File: config.mk
export PLATFORM = sky130hd
export DESIGN_NAME = multicycle_core
export DESIGN_NICKNAME = d
export VERILOG_FILES = /design/src/rtl/core_pkg.sv /design/src/rtl/regfile.sv /design/src/rtl/multicycle_core.sv
export SDC_FILE = /design/constraint.sdc
export NUM_CORES = 1
export LEC_CHECK = 0
export BUFFER_PORTS_ARGS = -buffer_cell sky130_fd_sc_hd__buf_4
export CORE_MARGIN = 2
export CORE_UTILIZATION = 35
export CTS_CLUSTER_SIZE = 24
export DETAILED_ROUTE_END_ITERATION = 8
export PLACE_DENSITY_LB_ADDON = 0.05
export SLEW_MARGIN = 20
export SYNTH_ARGS = -nofsm -noshare
export SYNTH_HDL_FRONTEND = slang
export SYNTH_SLANG_ARGS = --single-unit
export TNS_END_PERCENT = 30
File: constraint.sdc
create_clock -name clk -period 2.5 [get_ports clk]
set_clock_uncertainty 0.05 [all_clocks]
set_input_delay 0.25 -clock clk [delete_from_list [all_inputs] [get_ports clk]]
set_output_delay 0.25 -clock clk [all_outputs]
set_load 0.01 [all_outputs]
File: src/rtl/core_pkg.sv
// Shared types and encodings for the multicycle RV32I/E integer core.
// Holds FSM state, ALU op enum, opcode/funct constants and the ALU function.
package core_pkg;

    typedef enum logic [2:0] {
        S_FETCH    = 3'd0,
        S_WAIT_RSP = 3'd1,
        S_EXEC     = 3'd2,
        S_WB       = 3'd3,
        S_HALT     = 3'd4
    } state_t;

    typedef enum logic [3:0] {
        ALU_ADD, ALU_SUB, ALU_SLL, ALU_SLT, ALU_SLTU,
        ALU_XOR, ALU_SRL, ALU_SRA, ALU_OR,  ALU_AND
    } alu_op_t;

    localparam logic [6:0] OPC_OP     = 7'b0110011;
    localparam logic [6:0] OPC_OP_IMM = 7'b0010011;

    localparam logic [2:0] F3_ADD  = 3'b000;
    localparam logic [2:0] F3_SLL  = 3'b001;
    localparam logic [2:0] F3_SLT  = 3'b010;
    localparam logic [2:0] F3_SLTU = 3'b011;
    localparam logic [2:0] F3_XOR  = 3'b100;
    localparam logic [2:0] F3_SR   = 3'b101;
    localparam logic [2:0] F3_OR   = 3'b110;
    localparam logic [2:0] F3_AND  = 3'b111;

    localparam logic [6:0] F7_BASE = 7'b0000000;
    localparam logic [6:0] F7_ALT  = 7'b0100000;

    function automatic logic [31:0] alu(
        input alu_op_t     op,
        input logic [31:0] a,
        input logic [31:0] b
    );
        logic [4:0] sh;
        sh = b[4:0];
        case (op)
            ALU_ADD:  alu = a + b;
            ALU_SUB:  alu = a - b;
            ALU_SLL:  alu = a << sh;
            ALU_SLT:  alu = {31'd0, $signed(a) < $signed(b)};
            ALU_SLTU: alu = {31'd0, a < b};
            ALU_XOR:  alu = a ^ b;
            ALU_SRL:  alu = a >> sh;
            ALU_SRA:  alu = $unsigned($signed(a) >>> sh);
            ALU_OR:   alu = a | b;
            ALU_AND:  alu = a & b;
            default:  alu = 32'd0;
        endcase
    endfunction

endpackage

File: src/rtl/regfile.sv
// Architectural register file: NUM_REGS x 32, two async reads, one sync write.
// Ports: clk, reset, raddr1/raddr2 -> rdata1/rdata2, we/waddr/wdata. x0 is zero.
module regfile #(
    parameter int NUM_REGS = 32
) (
    input  logic        clk,
    input  logic        reset,
    input  logic [4:0]  raddr1,
    input  logic [4:0]  raddr2,
    output logic [31:0] rdata1,
    output logic [31:0] rdata2,
    input  logic        we,
    input  logic [4:0]  waddr,
    input  logic [31:0] wdata
);

    logic [31:0] regs_q [NUM_REGS];
    logic [31:0] regs_d [NUM_REGS];

    always_comb begin
        rdata1 = 32'd0;
        rdata2 = 32'd0;
        for (int i = 1; i < NUM_REGS; i++) begin
            if (raddr1 == 5'(i)) rdata1 = regs_q[i];
            if (raddr2 == 5'(i)) rdata2 = regs_q[i];
        end
    end

    always_comb begin
        for (int i = 0; i < NUM_REGS; i++) begin
            regs_d[i] = regs_q[i];
            if (i != 0 && we && waddr == 5'(i)) regs_d[i] = wdata;
        end
    end

    always_ff @(posedge clk) begin
        for (int i = 0; i < NUM_REGS; i++) begin
            if (reset) regs_q[i] <= 32'd0;
            else       regs_q[i] <= regs_d[i];
        end
    end

endmodule

File: src/rtl/multicycle_core.sv
// Multicycle RV32I/E integer core: FETCH -> WAIT_RSP -> EXEC -> WB, HALT on illegal.
// Ports: clk, reset (sync, active-high), imem req/rsp handshake, pc_out,
// state_out, halted. Macro CPU_RETIRE_TRACE_EN adds retire_valid/pc/rd/data.
module multicycle_core
    import core_pkg::*;
#(
    parameter logic [31:0] RESET_PC = 32'h0000_0000,
    parameter int          NUM_REGS = 32
) (
    input  logic        clk,
    input  logic        reset,
    output logic        imem_req_valid,
    output logic [31:0] imem_req_addr,
    input  logic        imem_req_ready,
    input  logic        imem_rsp_valid,
    input  logic [31:0] imem_rsp_data,
    output logic [31:0] pc_out,
    output logic [2:0]  state_out,
    output logic        halted
`ifdef CPU_RETIRE_TRACE_EN
    ,
    output logic        retire_valid,
    output logic [31:0] retire_pc,
    output logic [4:0]  retire_rd,
    output logic [31:0] retire_data
`endif
);

    state_t      state_q, state_d;
    logic [31:0] pc_q, pc_d;
    logic [31:0] ir_q, ir_d;
    logic [31:0] result_q, result_d;

    logic [6:0]  opcode;
    logic [2:0]  f3;
    logic [6:0]  f7;
    logic [4:0]  rs1, rs2, rd;
    logic [31:0] imm;
    logic [31:0] rs1_val, rs2_val;
    logic        legal;
    logic        uses_rs2;
    alu_op_t     op;
    logic        rf_we;

    assign opcode = ir_q[6:0];
    assign rd     = ir_q[11:7];
    assign f3     = ir_q[14:12];
    assign rs1    = ir_q[19:15];
    assign rs2    = ir_q[24:20];
    assign f7     = ir_q[31:25];
    assign imm    = {{20{ir_q[31]}}, ir_q[31:20]};

    regfile #(.NUM_REGS(NUM_REGS)) u_regfile (
        .clk    (clk),
        .reset  (reset),
        .raddr1 (rs1),
        .raddr2 (rs2),
        .rdata1 (rs1_val),
        .rdata2 (rs2_val),
        .we     (rf_we),
        .waddr  (rd),
        .wdata  (result_q)
    );

    // Decode. The funct7 ALT form selects SUB/SRA; it is legal only for those.
    always_comb begin
        legal    = 1'b0;
        uses_rs2 = 1'b0;
        op       = ALU_ADD;
        case (f3)
            F3_ADD:  op = ALU_ADD;
            F3_SLL:  op = ALU_SLL;
            F3_SLT:  op = ALU_SLT;
            F3_SLTU: op = ALU_SLTU;
            F3_XOR:  op = ALU_XOR;
            F3_SR:   op = (f7 == F7_ALT) ? ALU_SRA : ALU_SRL;
            F3_OR:   op = ALU_OR;
            default: op = ALU_AND;
        endcase
        if (opcode == OPC_OP) begin
            uses_rs2 = 1'b1;
            if (f7 == F7_BASE) begin
                legal = 1'b1;
            end else if (f7 == F7_ALT) begin
                legal = (f3 == F3_ADD) || (f3 == F3_SR);
                if (f3 == F3_ADD) op = ALU_SUB;
            end
        end else if (opcode == OPC_OP_IMM) begin
            case (f3)
                F3_SLL:  legal = (f7 == F7_BASE);
                F3_SR:   legal = (f7 == F7_BASE) || (f7 == F7_ALT);
                default: legal = 1'b1;
            endcase
        end
        // RV32E: any referenced register above x15 makes the encoding illegal.
        if (NUM_REGS == 16) begin
            if (rs1[4] || rd[4] || (uses_rs2 && rs2[4])) legal = 1'b0;
        end
    end

    always_comb begin
        state_d        = state_q;
        pc_d           = pc_q;
        ir_d           = ir_q;
        result_d       = result_q;
        rf_we          = 1'b0;
        imem_req_valid = 1'b0;
        case (state_q)
            S_FETCH: begin
                imem_req_valid = 1'b1;
                if (imem_req_ready) state_d = S_WAIT_RSP;
            end
            S_WAIT_RSP: begin
                if (imem_rsp_valid) begin
                    ir_d    = imem_rsp_data;
                    state_d = S_EXEC;
                end
            end
            S_EXEC: begin
                if (legal) begin
                    result_d = alu(op, rs1_val, uses_rs2 ? rs2_val : imm);
                    state_d  = S_WB;
                end else begin
                    state_d = S_HALT;
                end
            end
            S_WB: begin
                rf_we   = 1'b1;
                pc_d    = pc_q + 32'd4;
                state_d = S_FETCH;
            end
            S_HALT: state_d = S_HALT;
            default: state_d = S_FETCH;
        endcase
    end

    always_ff @(posedge clk) begin
        if (reset) begin
            state_q  <= S_FETCH;
            pc_q     <= RESET_PC;
            ir_q     <= 32'd0;
            result_q <= 32'd0;
        end else begin
            state_q  <= state_d;
            pc_q     <= pc_d;
            ir_q     <= ir_d;
            result_q <= result_d;
        end
    end

    assign imem_req_addr = pc_q;
    assign pc_out        = pc_q;
    assign state_out     = state_q;
    assign halted        = (state_q == S_HALT);

`ifdef CPU_RETIRE_TRACE_EN
    // Gated by reset so a core held in reset during WB never reports a retire.
    assign retire_valid = (state_q == S_WB) && !reset;
    assign retire_pc    = pc_q;
    assign retire_rd    = rd;
    assign retire_data  = result_q;
`endif

endmodule

* After elaboration in Yosys (flattened, before gate mapping)
Index checks and enable logic that the tools add are counted.
** Storage, ports and cells
- Register bits after elaboration :: 67
- Output and inout bits :: 69
- Word-level logic and storage cells :: 32
** Cells by class
- $add $sub $neg :: 1
- Equality and inequality tests :: 11
- Multiplexer cells :: 10
- Reductions and logical operators :: 7
** Operator list (count)
- $add A32 B3 Y32 const B :: 1
- $eq A7 B6 Y1 const B :: 2
- $pmux W3 S4 :: 1
- $mux W3 :: 3
- $eq A7 B5 Y1 const B :: 1
- $logic_not A7 Y1 :: 1
- $eq A3 B1 Y1 const B :: 2
- $eq A3 B2 Y1 const B :: 2
- $eq A3 B3 Y1 const B :: 2
- $logic_not A3 Y1 :: 2
- $mux W1 :: 5
- $ne A2 B2 Y1 const B :: 2
- $reduce_and A2 Y1 :: 2
- $logic_or A1 B1 Y1 :: 2
- $pmux W1 S2 :: 1

* Longest topological paths before layout
Gate-level depths: netlist (run 1).
- Word-level depth :: 7
- Mapped depth :: 7

* Worst setup path after synthesis (run 1)
Ideal clock, no wire load.
- Kind :: register to register
- Start point :: register state_q[1] (netlist: state_out[1])
- End point :: register pc_q[22] (netlist: imem_req_addr[22])
- Library setup time :: 128 ps
- Arrival :: 1491 ps
- Required time :: 2322 ps
- Setup slack :: 831 ps
- Stages on the path, launching flop included :: 7
- Path buffers :: 1
- Clock period less this slack :: 1669 ps
- Path through :: dfxtp_1 buf_2 nand3b_4 nor4_4 nand4_1 xor2_1 nor2_1
** On the way
- Word-level cells in the longest chain between the ends :: 1
** RTL lines
- start: declaration :: RTL line multicycle_core.sv:29 : state_t state_q, state_d;
- start signal: assignment :: RTL line multicycle_core.sv:144 : state_q <= state_d;
- $eq A3 B2 Y1 :: RTL line multicycle_core.sv:108 : case (state_q)
- end signal: assignment :: RTL line multicycle_core.sv:145 : pc_q <= pc_d;
- end: declaration :: RTL line multicycle_core.sv:30 : logic [31:0] pc_q, pc_d;
No other way between the ends.
A chain may end at the register's enable or synchronous reset.

* Worst setup path after layout (run 1)
- Start point :: register pc_q[2] (netlist: imem_req_addr[2])
- End point :: register pc_q[26] (netlist: imem_req_addr[26])
** On the way
- Word-level cells in the longest chain between the ends :: 1
** RTL lines
- $add A32 B3 Y32 :: RTL line multicycle_core.sv:129 : pc_d = pc_q + 32'd4;
No other way between the ends.

==> results of run 1 <==
==> synthesized netlist by cell type, drive strengths merged (2+ instances only) <==
library cell	n
nand3	13
inv	3
nand2	47
nand4	13
dfxtp	50
a21oi	20
buf	40
nor4	3
xnor2	3
and2	2
nor2	37
and3	6
nand3b	2
xor2	27
clkbuf	8
nor2b	2
==> sequential cells by signal, summed over array words and instances (netlist names) <==
| name | flops |
|---|---|
| imem_req_addr | 30 |
| ir_q | 17 |
| state_out | 3 |
==> stage by stage <==
stage          power [W]  hold slack (ns)  instance area [um^2]
2_1_floorplan   0.000907            0.336                  2450
3_3_place_gp    0.000947            0.392                  2900
3_5_place_dp    0.000948            0.396                  2900
4_1_cts          0.00139            0.134                  2970
5_1_grt          0.00143            0.132                  2970
6_report         0.00137            0.143                  2970
==> routing by layer <==
layer | global-route usage (%) | share of wire [%] | up-vias
met5 | 0 | 0 | -
met4 | 4.20 | 1.3 | 0
met3 | 3.60 | 6.4 | 7
met2 | 20.5 | 45 | 60
met1 | 18.2 | 47 | 885
li1 | - | - | 1021
==> power breakdown <==
part           internal (W)  switching [W]
combinational     0.0000497      0.0000561
sequential         0.000810      0.0000105
clock              0.000193       0.000251
total               0.00105       0.000317
==> worst paths after layout <==
kind | from | to | slack (ns)
hold reg to reg | ir_q[4] | ir_q[4] | 0.40
setup reg to reg | imem_req_addr[2] | imem_req_addr[26] | 0.57
setup / recovery | imem_req_addr[2] | imem_req_addr[26] | 0.57
hold / removal | imem_rsp_data[0] | ir_q[0] | 0.14
==> kinds of logic (layout without fill, tap and decap cells) <==
group | Yosys count | count (layout) | share of synthesized area (%)
and+or+nand+nor | 132 | 132 | 27.2
buffers and inverters | 51 | 99 | 13.7
DFF | 50 | 50 | 41.0
xor gates and xnor gates | 30 | 30 | 10.8
AOI/OAI and AO/OA | 26 | 26 | 6.62
adders and majority gates | 1 | 1 | 0.513
other | 1 | 4 | 0.154
==> area by class of cell <==
type | instances | area [um^2]
fillers | 680 | 3780
well taps | 80 | 100
inverters | 3 | 11.3
flip-flops and latches | 50 | 1000
multi-input cells | 193 | 1110
repair buffers | 89 | 668
clock buffers | 7 | 76.3
==> worst max-delay path, cell delays in order (launching register included) <==
cell	delay (ns)
dfxtp_1	0.44
ha_1	0.20
nand2_1	0.10
nor4_4	0.61
nand4_1	0.19
xor2_1	0.18
nor2_1	0.05
==> results.toml, run 1 <==
[yosys]
yosysSeqAreaShare_pct = 41.0
yosys.cell_types.count = 38
synth_warnings = 0
syn_area_per_cell_um2 = 8.38
syn_inst = 291
synth_async_sr_flop_share_pct = 0
synthesis.area_um2 = 2440
yosys_most_used_dff = "dfxtp_1"
synth_area_leaders = "dfxtp_1 (41%), buf_4 (11%), xor2_1 (9.7%)"
synth_edf_count = 0
synth_top_area_share_pct = 41.0
synth_seq_cells = 50
yosys.area.top_type = "dfxtp_1"

[global_routing]
grt_pass1_wl_mm = 8.09
antenna_found_initial = 0
overflow = 0
grt_pass1_vias = 1656
grt_max_degree = 51
track_usage_pct = 13.4

[finish]
final_cell_mix = "buf_4 (89), dfxtp_1 (50), nand2_1 (47)"
post-route-util_pct = 44.0
final_cells = 422
drive_gt1_share_pct = 30.4
antenna-diode-count = 0
fin_nets = 379
final_common_cell = "buf_4"
area_growth_pct = 21.9

[cts]
cts_buffers = 5
cts-hold-fix-buffers = 0
clk_latency_ns = 0.30
h-tree-depth = 2
clockBufferDepth = 2
cts-root-buf = "clkbuf_8"
post_cts_buffers = 0
cts_resized = 0
path_clk_slew_ns = 0.09
cts_tree = "done"
cts_sinks = 50

[placement]
dp_slack_ns = 0.553
hpwl_mm = 3.50
portBuffers = 85
gp_congestion = 0.701
dp.cells = 415

[timing]
grt_setup_unrepaired = "false"
finalHoldViolations = 0
setup-violations-final = 0
relSlewSlack_pct = 55.3
layout_setup_ws_ns = 0.567
drv_slew = 0
tightest_slew_ns = 0.669
fmax_mhz = 517
setup-tns-final_ns = 0
period_minus_slack_ns = 1.93
period_share_pct = 77.3

[run_status]
status = "completed"

[floorplanning]
fp.coreArea_um2 = 6760
die-area_um2 = 7650
die_h_um = 87.5
chipWidth_um = 87.5
rows = 30
initial_core_util_pct = 36.1
io_pins = 105

[drt]
drc = 0
drt-initial-drc-count = 43
routed_via_density = 4.68
routed_wl_mm = 5.11
wl_per_cell_um = 12.1
first_pass_iters = 4
dr_total_vias = 1973
ant_nets = 0

[critical_path]
cp-end-kind = "register"
critPathRequiredTime_ns = 2.62
critPathMaxFanout = 10
worstPathArrival_ns = 2.05
critical_path_class = "reg -> reg"
start_kind = "register"
r2r_cells = 6

[power_and_ir_drop]
power_leakage_nw = 1.33
irDropWorstVdd_mv = 0.171
powerDensity_nw_per_um2 = 461

[worst_hold_path]
whs_path_depth = 3
hold_path.class = "in -> reg"

[flow_run]
cap_violations = 0
Note: power is estimated with default switching activity, not from simulation.
==> run 2: changes to the inputs <==
==> constraint.sdc (replaced) <==
create_clock -name clk -period 1.7 [get_ports clk]
set_clock_uncertainty 0.05 [all_clocks]
set_input_delay 0.17 -clock clk [delete_from_list [all_inputs] [get_ports clk]]
set_output_delay 0.17 -clock clk [all_outputs]
set_load 0.01 [all_outputs]
==> run 2 against run 1 <==
Effect of this change:
- the flow now finishes with violations (setup timing)
- critical path depth down 1
- cell count increased by 5.7%
- via count grew 5.1%
- largest power group unchanged
- register-to-register slack worse by 0.58 ns
- final area grew 6.9%
==> results.toml, run 2 (synthesis results as in run 1) <==
[run_status]
status = "finished, violations left"
violations = "setup timing"

[finish]
final_cells = 446
area_growth_pct = 30.2
drive_gt1_share_pct = 36.1
final_cell_mix = "buf_4 (111), nand2_1 (47), dfxtp_1 (47)"
fin_nets = 402
fillers = 668
largest_reg_flops = 30
antenna-diode-count = 0
final_common_cell = "buf_4"

[floorplanning]
io_pins = 105
die-area_um2 = 7650
initial_core_util_pct = 36.1
die_h_um = 87.5
fp.coreArea_um2 = 6760
rows = 30
chipWidth_um = 87.5

[global_routing]
grt_pass1_wl_mm = 8.22
grt_max_degree = 35
overflow = 0
grt_pass1_vias = 1777
antenna_found_initial = 0
track_usage_pct = 13.6

[critical_path]
cp-end-kind = "register"
start_kind = "register"
critPathMaxFanout = 3
worstPathArrival_ns = 1.86
critical_path_class = "reg -> reg"
critPathRequiredTime_ns = 1.86

[drt]
wl_per_cell_um = 11.7
ant_nets = 0
drc = 0
first_pass_iters = 4
drt-initial-drc-count = 95
routed_wl_mm = 5.21
dr_total_vias = 2074
routed_via_density = 4.65

[timing]
fmax_mhz = 586
holdWs_ns = 0.0624
setup-violations-final = 2
period_minus_slack_ns = 1.71
drv_slew = 0
period_share_pct = 100
grt_setup_unrepaired = "true"
finalHoldViolations = 0
layout_setup_ws_ns = -0.00777

[cts]
cts_tree = "done"
cts_buffers = 5
cts_sinks = 50
h-tree-depth = 2
clk_latency_ns = 0.30
cts-root-buf = "clkbuf_8"
path_clk_slew_ns = 0.09
clockBufferDepth = 2
cts-hold-fix-buffers = 0

[power_and_ir_drop]
power_leakage_nw = 1.47
powerDensity_nw_per_um2 = 656
irDropWorstVdd_mv = 0.286
power_w = 0.00208

[placement]
portBuffers = 85
hpwl_mm = 3.66
dp.cells = 437
gp_congestion = 0.694
dp_slack_ns = -0.00704

[flow_run]
cap_violations = 0

[worst_hold_path]
hold_path.class = "in -> reg"
## run 2: cell count changes in the layout (fill, tap and decap cells not counted), sizes merged
cell	previous run	this run
buf	89	112
clkinv	0	1
## run 2: final timing paths
path,startpoint,to,slack (ns),depth (start not counted)
worst min register to register,ir_q[6],ir_q[6],0.40,2
worst max-delay path,ir_q[25],state_out[1],-0.008,5
worst max register to register,ir_q[25],state_out[1],-0.008,5
worst min-delay path,imem_rsp_data[26],ir_q[26],0.06,3
## run 2: cell type report
type	count	area, um^2	share of cell area, %
Clock inverter	1	5.00	0.158
Timing Repair Buffer	112	845	26.6
Clock buffer	7	86.3	2.72
Inverter	3	11.3	0.355
Multi-Input combinational cell	193	1120	35.4
Tap cell	80	100	3.15
Sequential cell	50	1000	31.6
## run 2: stage by stage
step           TNS [ns]  utilization, %  area (um^2)
4_1_cts         -0.0528            46.6         3150
3_3_place_gp          0            45.3         3060
6_report       -0.00783            47.0         3180
3_5_place_dp   -0.00704            45.3         3060
5_1_grt          -0.144            47.0         3180
2_1_floorplan         0               -         2450
## run 2: worst max-delay path: stages, from the launching register on
cell	delay (ns)
dfxtp_1	0.32
or4_4	0.52
o32ai_2	0.21
nand4_1	0.12
a21o_1	0.20
o41ai_2	0.19
## run 2: timing repair
action / 4_1_cts / 5_1_grt
setup buffers: 0 / 0
resized for setup: 0 / 7
hold endpoints to repair: 0 / 0
gates cloned: 0 / 1
pin swaps: 0 / 1
setup endpoints to repair: 2 / 11
## run 2: report_power, final
part	internal [W]	leakage (nW)	switching, W	total, W
Sequential	0.00119	0.406	0.0000128	0.00120
Combinational	0.0000814	1.02	0.0000854	0.000167
Clock	0.000329	0.0482	0.000381	0.000711
Total	0.00160	1.47	0.000479	0.00208
## run 2: metal layers
metal | vias to the layer above | track usage, % | wire (um) | share of wire [%]
li1 | 1069 | - | - | -
met2 | 59 | 21.2 | 2360 | 45
met1 | 942 | 18.5 | 2530 | 49
met3 | 4 | 3.22 | 285 | 5.5
met4 | 0 | 4.20 | 40 | 0.77
met5 | - | 0 | 0 | 0
==> run 3: changes to the inputs <==
--- a/config.mk
+++ b/config.mk
@@ -6,8 +6,10 @@
 export NUM_CORES = 1
 export LEC_CHECK = 0
 export BUFFER_PORTS_ARGS = -buffer_cell sky130_fd_sc_hd__buf_4
+export CELL_PAD_IN_SITES_DETAIL_PLACEMENT = 0
+export CELL_PAD_IN_SITES_GLOBAL_PLACEMENT = 1
 export CORE_MARGIN = 2
-export CORE_UTILIZATION = 35
+export CORE_UTILIZATION = 30
 export CTS_CLUSTER_SIZE = 24
 export DETAILED_ROUTE_END_ITERATION = 8
 export PLACE_DENSITY_LB_ADDON = 0.05
==> run 3 against run 2 <==
Effect of this change:
- the flow still finishes with violations (setup timing)
- via count decreased by 0.58%
- largest power group unchanged
- clock power increased by 17%
- flip-flop and latch count did not move
- fmax is 1.8% lower
- worst hold slack lost 0.0037 ns
- setup slack worse by 0.032 ns
- cell count up 4.5%
==> results.toml, run 3 (synthesis results as in run 1) <==
[cts]
cts_tree = "done"
cts-root-buf = "clkbuf_8"
clk_latency_ns = 0.30
h-tree-depth = 2
clockBufferDepth = 2
cts_buffers = 5
cts_sinks = 50
path_clk_slew_ns = 0.10
cts-hold-fix-buffers = 0

[power_and_ir_drop]
switching_share_pct = 22.7
power_leakage_nw = 1.49
irDropWorstVdd_mv = 0.359
p_switching_w = 0.000501
internal-power_w = 0.00170
clkPwrFrac_pct = 37.8
powerDensity_nw_per_um2 = 686
pwr-share-seq_pct = 54.6
combPwrFrac_pct = 7.5

[floorplanning]
die_h_um = 94.2
io_pins = 105
die-area_um2 = 8870
initial_core_util_pct = 31.2
rows = 32
chipWidth_um = 94.2
fp.coreArea_um2 = 7810

[timing]
period_share_pct = 102
layout_setup_ws_ns = -0.0398
finalHoldViolations = 0
fmax_mhz = 575
drv_slew = 0
tightest_slew_ns = 0.564
relSlewSlack_pct = 62.4
setup-violations-final = 2
period_minus_slack_ns = 1.74
setup-tns-final_ns = -0.0538
grt_setup_unrepaired = "true"
holdWs_ns = 0.0587

[drt]
routed_wl_mm = 5.62
drt-initial-drc-count = 34
ant_nets = 0
wl_per_cell_um = 12.1
drc = 0
first_pass_iters = 3
routed_via_density = 4.42
dr_total_vias = 2062

[finish]
antenna-diode-count = 0
drive_gt1_share_pct = 36.3
post-route-util_pct = 41.2
seq_area_um2 = 1010
fin_nets = 400
area_growth_pct = 31.9
fillers = 816
largest_reg_flops = 30
final_cells = 466
final_cell_mix = "buf_4 (107), nand2_1 (47), dfxtp_1 (46)"
design_area_um2 = 3220
multi_input_area_um2 = 1130
final_common_cell = "buf_4"

[global_routing]
grt_max_degree = 51
track_usage_pct = 12.6
grt_pass1_vias = 1831
grt_pass1_wl_mm = 8.86
antenna_found_initial = 0
overflow = 0

[critical_path]
r2r_start = "ir_q[25]"
r2r-end = "state_out[0]"
critPathMaxFanout = 3
cp_slowest_cell = "or4_4"
worst-path-buf-inv = 1
path_delay_family = "simple AND/OR/NAND/NOR gates"
critPathRequiredTime_ns = 1.88
slowest_delay_ns = 0.53
worstPathArrival_ns = 1.92
reg2reg_slack_ns = -0.04
r2r_cells = 6
critical_path_class = "reg -> reg"
cp-end-kind = "register"
start_kind = "register"
path_cells = "or4_4, o32ai_2, nand4_1, a21o_1, buf_4, a21oi_1"

[run_status]
violations = "setup timing"
status = "finished, violations left"

[worst_hold_path]
holdPathEnd = "ir_q[14]"
worstHoldStart = "imem_rsp_data[14]"
hold_path.class = "in -> reg"
whs_path_depth = 3

[placement]
portBuffers = 85
place_area_um2 = 3070
dp.cells = 456
hpwl_mm = 3.81
gp_congestion = 0.683

[flow_run]
cap_violations = 0
run 3: changes by cell type in the layout (fill, tap and decap cells not counted), sizes merged:
| cell | delta |
|---|---|
| clkinv | +1 |
| clkbuf | -2 |
| bufinv | +1 |
| buf | -2 |
run 3: worst reg2reg max path: cells and delay by family (launching register included):
kind,cells,cell delay (ns)
and+or+nand+nor,2,0.65
AOI/OAI and AO/OA,3,0.52
DFF,1,0.32
buffers and inverters,1,0.14
run 3: worst max-delay path by stage:
stage / start / to / slack [ns] / cells past startpoint
3_5_place_dp: ir_q[25] / state_out[1] / -0.01 / 5
6_report: ir_q[25] / state_out[0] / -0.04 / 6
3_3_place_gp: ir_q[25] / state_out[2] / -0.002 / 5
2_1_floorplan: state_out[1] / imem_req_addr[22] / 0.03 / 6
4_1_cts: ir_q[25] / state_out[1] / -0.04 / 5
5_1_grt: ir_q[25] / state_out[1] / -0.12 / 5
run 3: metal layers:
layer	part of all wire, %	track usage, %
met1	51	17.5
met2	44	19.5
met4	0.82	3.62
met3	4.8	2.73
met5	0	0
run 3: area by class of cell:
type,instances,share of cell area (%)
flip-flops and latches,50,31.3
well taps,102,3.97
inverters,3,0.350
clock buffers,5,2.14
multi-input cells,193,35.2
clock inverters,3,1.24
repair buffers,110,25.8
run 3: power groups by stage:
stage	clock, W	combinational (W)	sequential (W)
after floorplan	0	0.000101	0.00123
after global placement	0	0.000169	0.00123
after detailed placement	0	0.000169	0.00123
after CTS	0.000870	0.000169	0.00121
after global routing	0.000930	0.000185	0.00121
final	0.000834	0.000166	0.00121
run 3: what timing repair did:
action / in CTS / in global routing
gates resized for setup: 0 / 10
setup endpoints to repair: 2 / 16
cloned: 0 / 1
setup buffers: 0 / 1
run 3: stage by stage:
stage / total power [W] / setup slack, ns
after CTS: 0.00224 / -0.0375
after global routing: 0.00232 / -0.121
after detailed placement: 0.00140 / -0.0107
after floorplan: 0.00133 / 0.0310
final: 0.00221 / -0.0398
after global placement: 0.00140 / -0.00218
